**src/rtl/uart_xmtr.sv**
```systemverilog
// UART transmitter: holds one byte, then serializes start, data (LSB first),
// optional even parity and stop bit(s), each held samples_per_bit clocks.
module uart_xmtr #(
    parameter int word_size       = 8,
    parameter int samples_per_bit = 8,
    parameter int parity_en       = 0,
    parameter int stop_bits       = 1
) (
    input  logic                 Sample_clk,
    input  logic                 rst,
    input  logic [word_size-1:0] Data_bus,
    input  logic                 Load_XMT_datareg,
    input  logic                 Byte_ready,
    output logic                 Serial_out,
    output logic                 Busy,
    output logic                 Done,
    output logic                 Load_err
);

    localparam int frame_len = 1 + word_size + parity_en + stop_bits;
    localparam int scw       = (samples_per_bit > 1) ? $clog2(samples_per_bit) : 1;
    localparam logic [scw-1:0] sample_last = scw'(samples_per_bit - 1);
    localparam logic [3:0]     bit_last    = 4'(frame_len - 1);

    // Handshake: a load is accepted in IDLE/WAITING and wins over Byte_ready in
    // the same cycle; Byte_ready only starts a frame from WAITING with no load.
    typedef enum logic [1:0] {IDLE, WAITING, SENDING} state_t;

    state_t                 state, state_next;
    logic [word_size-1:0]   XMT_datareg;
    logic [frame_len-1:0]   shift_reg;
    logic [frame_len-1:0]   frame_word;
    logic [scw-1:0]         Sample_counter;
    logic [3:0]             Bit_counter;
    logic                   load_hold, start_frame, bit_end, frame_end, load_reject;

    always_ff @(posedge Sample_clk or posedge rst) begin
        if (rst) state <= IDLE;
        else     state <= state_next;
    end

    always_comb begin
        state_next = state;
        case (state)
            IDLE:    if (Load_XMT_datareg) state_next = WAITING;
            WAITING: if (!Load_XMT_datareg && Byte_ready) state_next = SENDING;
            SENDING: if (frame_end) state_next = IDLE;
            default: state_next = IDLE;
        endcase
    end

    always_comb begin
        load_hold   = Load_XMT_datareg && (state != SENDING);
        start_frame = (state == WAITING) && Byte_ready && !Load_XMT_datareg;
        bit_end     = (state == SENDING) && (Sample_counter == sample_last);
        frame_end   = bit_end && (Bit_counter == bit_last);
        load_reject = (state == SENDING) && Load_XMT_datareg;
    end

    // Frame image, bit 0 goes out first; unused upper bits are stop bits.
    always_comb begin
        frame_word              = '1;
        frame_word[0]           = 1'b0;
        frame_word[word_size:1] = XMT_datareg;
        if (parity_en != 0) frame_word[word_size+1] = ^XMT_datareg;
    end

    always_ff @(posedge Sample_clk or posedge rst) begin
        if (rst) begin
            XMT_datareg    <= '0;
            shift_reg      <= '1;
            Sample_counter <= '0;
            Bit_counter    <= '0;
            Busy           <= 1'b0;
            Done           <= 1'b0;
            Load_err       <= 1'b0;
        end else begin
            Done     <= frame_end;
            Load_err <= load_reject;
            if (load_hold) XMT_datareg <= Data_bus;
            if (start_frame) begin
                shift_reg      <= frame_word;
                Sample_counter <= '0;
                Bit_counter    <= '0;
                Busy           <= 1'b1;
            end else if (state == SENDING) begin
                if (bit_end) begin
                    Sample_counter <= '0;
                    shift_reg      <= {1'b1, shift_reg[frame_len-1:1]};
                    if (frame_end) Busy <= 1'b0;
                    else           Bit_counter <= Bit_counter + 4'd1;
                end else begin
                    Sample_counter <= Sample_counter + 1'b1;
                end
            end
        end
    end

    // The line is the shift register's low flop; reset preloads ones so it idles high.
    assign Serial_out = shift_reg[0];

endmodule
```
**config.mk**
```make
export PLATFORM = sky130hd
export DESIGN_NAME = uart_xmtr
export DESIGN_NICKNAME = d
export VERILOG_FILES = /design/src/rtl/uart_xmtr.sv
export SDC_FILE = /design/constraint.sdc
export NUM_CORES = 1
export LEC_CHECK = 0
export ABC_AREA = 0
export CAP_MARGIN = 20
export CORE_ASPECT_RATIO = 1.25
export CORE_MARGIN = 4
export CORE_UTILIZATION = 44
export DETAILED_ROUTE_END_ITERATION = 10
export GPL_TIMING_DRIVEN = 0
export PLACE_DENSITY = 0.62
export SLEW_MARGIN = 40
export SYNTH_ARGS = -nofsm -noshare
export SYNTH_HDL_FRONTEND = slang
export SYNTH_SLANG_ARGS = --single-unit
export TNS_END_PERCENT = 100
```
**constraint.sdc**
```tcl
create_clock -name Sample_clk -period 2.8 [get_ports Sample_clk]
set_input_delay 0.28 -clock Sample_clk [delete_from_list [all_inputs] [get_ports Sample_clk]]
set_output_delay 0.28 -clock Sample_clk [all_outputs]
set_load 0.02 [all_outputs]
```
# After elaboration in Yosys (flattened, before gate mapping)
# Cells that the tools add are included.
[totals] reg_bits=30 in_bits=12 output_inout_bits=4 wordCells=53
[op_classes] n_addsub=2 n_eq_ne=9 mux=18 n_reduce_logical=16
[ops] operator="2-to-1 mux 10 bit" count=3
[ops] operator="2-to-1 mux 4 bit" count=4
[ops] operator="!= test 2 bit (second input constant)" count=5
[ops] operator="2-to-1 mux 3 bit" count=3
[ops] operator="AND reduction 3 bit" count=3
[ops] operator="logical AND 1 bit" count=7
[ops] operator="2-to-1 mux 2 bit" count=3
[ops] operator="case mux 2 bit (3 select lines)" count=1
[ops] operator="nonzero test 2 bit" count=3
[ops] operator="adder 4 x 1 -> 4 bit (second input constant)" count=1
[ops] operator="== test 4 bit (second input constant)" count=1
[ops] operator="2-to-1 mux 1 bit" count=4
[ops] operator="adder 3 x 1 -> 3 bit (second input constant)" count=1
[ops] operator="== test 3 bit (second input constant)" count=1
[ops] operator="== test 2 x 1 -> 1 bit (second input constant)" count=1
[ops] operator="== test 2 bit (second input constant)" count=1
[ops] operator="zero test 2 bit" count=1
[ops] operator="AND reduction 2 bit" count=1
[ops] operator="zero test 1 bit" count=1

# Depth between registers and ports, before layout
[logic_depth] depth_word=7 depth_mapped=6 depth_no_buf=5

# Least setup slack after synthesis
# OpenSTA, ideal clock, no wires.
[synth_path] kind="reg-to-reg" start="register Sample_counter[0]" end="register shift_reg[3]" t_arrival_ps=1473 required_time_ps=2723 slack_ps=1250 path_stages_with_launch=7 path_buffers=1 path_cell_list="dfrtp_1 -> ha_1 -> ha_1 -> and3b_1 -> buf_6 -> a22o_1 -> a21o_1"
[synth_via] elab_chain_len=4
[synth_rtl] element="start, declared" line="33" text="logic [scw-1:0] Sample_counter;"
[synth_rtl] element="start signal, assigned" line="93" text="Sample_counter <= Sample_counter + 1'b1;"
[synth_rtl] element="== test 3 bit" line="55" text="bit_end = (state == SENDING) && (Sample_counter == sample_last);"
[synth_rtl] element="logical AND 1 bit" line="55"
[synth_rtl] element="nonzero test 2 bit (no line)"
[synth_rtl] element="AND reduction 2 bit (no line)"
[synth_rtl] element="end signal, assigned" line="82" text="shift_reg <= frame_word;"
[synth_rtl] element="end signal, assigned" line="89" text="shift_reg <= {1'b1, shift_reg[frame_len-1:1]};"
[synth_rtl] element="end, declared" line="31" text="logic [frame_len-1:0] shift_reg;"
# Every way passes these cells.
# A chain may end at the register's enable or synchronous reset.

# Final worst setup path
[layout_path] start="register shift_reg[0]" end="output Serial_out"
[layout_rtl] element="end, declared" line="14" text="output logic Serial_out,"
# No word-level cell between the ends.

==> reports/metrics.cfg <==
[final_layout]
multi_input_area_um2 = 495
largest_register_ffs = 9
ff_latch_area_um2 = 737
diodes = 0
area_growth_pct = 19.8
fill_cells = 264
final_area_um2 = 1520
drive_gt1_share_pct = 24.2
nNetsFinal = 143
fin_cells = 162

[logic_synthesis]
synth_top_area_share_pct = 39.4
synth_area_leaders = dfrtp_1, dfstp_2, mux2_2, ha_1, a22o_1
synth_edf_count = 0
synth-seq-cells = 29
netlist_instances = 105
yosysTopAreaCell = dfrtp_1
synth_warnings = 0
synth.most_common_cell = dfrtp_1
yosys-top-cells-count = dfrtp_1, nand2_1, dfstp_2
avgSynthCellArea_um2 = 12.1
synthArstFlopShare_pct = 100
synth_area_um2 = 1270
ys_seq_area_share_pct = 58.0
synthFlopType = dfrtp_1
yosysUniqueCellTypes = 28
synthesis.nets = 121

[cts]
cts_setup_buffers = 0
postCtsHoldBufs = 0
path_clk_slew_ns = 0.10
clk_path_buf_depth = 2
htreeDepth = 2
clk_latency_ns = 0.33
clock-sinks = 29
cts-buffers-inserted = 5
cts-root-buf = clkbuf_4
cts_resized = 0
cts_tree = yes

[placement]
placed_area_um2 = 1460
routabilityCongestion = 0.764
port_buffers = 15
place_hpwl_um = 1610
dp.cells = 154

[power]
vdd_drop_max_mv = 0.398
p_leak_uw = 0.000701
power_density_nw_per_um2 = 710

[global_route]
grt_max_degree = 30
grt_pass1_wl_um = 3970
antenna_found_initial = 0
first_global_vias = 883
grt_overflow = 0
grt.total_usage_pct = 14.2

[drt]
detailedRoute.firstIterationViolations = 34
vias = 873
drcViolationCount = 0
vias_per_cell = 5.39
wl_um = 2300
antenna_left = 0
avgRoutedWirePerCell_um = 14.2
drt_pass1_iterations = 4

[worst_setup_path]
required_ns = 2.52
r2r_start = Sample_counter[0]$_DFFE_PP0P_
startpoint_type = register
path_depth = 1
crit_chain = clkdlybuf4s50_1
crit_arrival_ns = 1.45
slowest_stage = clkdlybuf4s50_1
r2r_slack_ns = 1.08
crit_buf_inv = 1
crit_family = buffers and inverters
end_kind = primary output
worstReg2RegEnd = shift_reg[3]$_DFFE_PP1P_
cpPeakStageDelay_ns = 0.59
crit_fanout = 2
critPathKind = register to primary output
r2r_cells = 6

[timing]
max_freq_ghz = 0.578
slew-limit-headroom_pct = 61.0
setup_viol = 0
fin_crit_ns = 1.73
rsz0062_at_grt = false
fin_setup_tns_ns = 0
fin_crit_sh_pct = 61.8
hold_violations = 0
slew_violations = 0
worst_pin_slew_ns = 0.584
clock_skew_ns = 0.0152

[floorplanning]
coreArea_um2 = 2730
die_y_um = 68.1
dieArea_um2 = 3820
dieWidth_um = 56.1
start_util_pct = 46.5
ios = 16
rows = 21

[min_path]
hold_class = primary input to async pin

[run]
maxCapViolCount = 0

[run_status]
status = complete, no violations

-- placed cells by master, fill, tap and decap left out, types with 5 or more instances in the layout --
cell type        instances
dfrtp_1                 20
clkdlybuf4s50_1         15
nand2_1                 11
dfstp_2                  9
mux2_2                   8
nor2_1                   7
a21oi_1                  6
a22o_1                   5
clkbuf_4                 5
-- where the power goes --
group	internal, uW	switching, uW	total, uW
registers	559	64.4	624
logic	107	87.7	195
clock network	124	139	263
-- routing by layer --
layer	vias up	track usage, %	part of all wire [%]
met5	-	0	0
met4	0	6.82	1.8
met3	5	6.42	5.5
met2	20	22.8	49
met1	432	16.2	44
li1	416	-	-
-- cells by family after synthesis --
| logic type | Yosys count | synth area share, % |
|---|---|---|
| AND/OR/NAND/NOR | 35 | 14.6 |
| flip-flops | 29 | 58.0 |
| AO/OA/AOI/OAI | 19 | 10.2 |
| multiplexers | 12 | 10.2 |
| buffers and inverters | 6 | 3.05 |
| adder cells (fa/ha/maj) | 4 | 3.94 |
-- stage by stage --
stage               total power [uW]  util (%)  hold WS, ns  setup slack [ns]
finish                          1080      55.7        0.321              1.07
CTS                             1090      55.7        0.349              1.05
global route                    1160      55.7        0.374             0.951
global placement                 812      53.6        0.457              1.12
floorplan                        763         -        0.351              1.25
detailed placement               831      53.6        0.464              1.10
-- worst reg2reg max path, cell delays in order (launching register included) --
cell     delay (ns)
dfrtp_1        0.41
ha_1           0.21
ha_1           0.23
and3b_1        0.26
buf_6          0.17
a22o_1         0.23
a21o_1         0.15
-- cell type report --
type,count,area share [%]
Timing Repair Buffer,15,9.86
Clock buffer,8,3.86
Inverter,3,0.740
Multi-Input combinational cell,70,32.5
Sequential cell,29,48.4
Tap cell,34,2.79
Buffer,3,1.81
-- worst max-delay path by stage --
stage / end / slack, ns / start
detailed placement: shift_reg[3]$_DFFE_PP1P_ / 1.10 / Sample_counter[0]$_DFFE_PP0P_
global placement: shift_reg[3]$_DFFE_PP1P_ / 1.12 / Sample_counter[0]$_DFFE_PP0P_
CTS: Serial_out / 1.05 / shift_reg[0]$_DFFE_PP1P_
floorplan: shift_reg[3]$_DFFE_PP1P_ / 1.25 / Sample_counter[0]$_DFFE_PP0P_
finish: Serial_out / 1.07 / shift_reg[0]$_DFFE_PP1P_
global route: shift_reg[0]$_DFFE_PP1P_ / 0.95 / Sample_counter[0]$_DFFE_PP0P_
(Power assumes the default switching activity.)
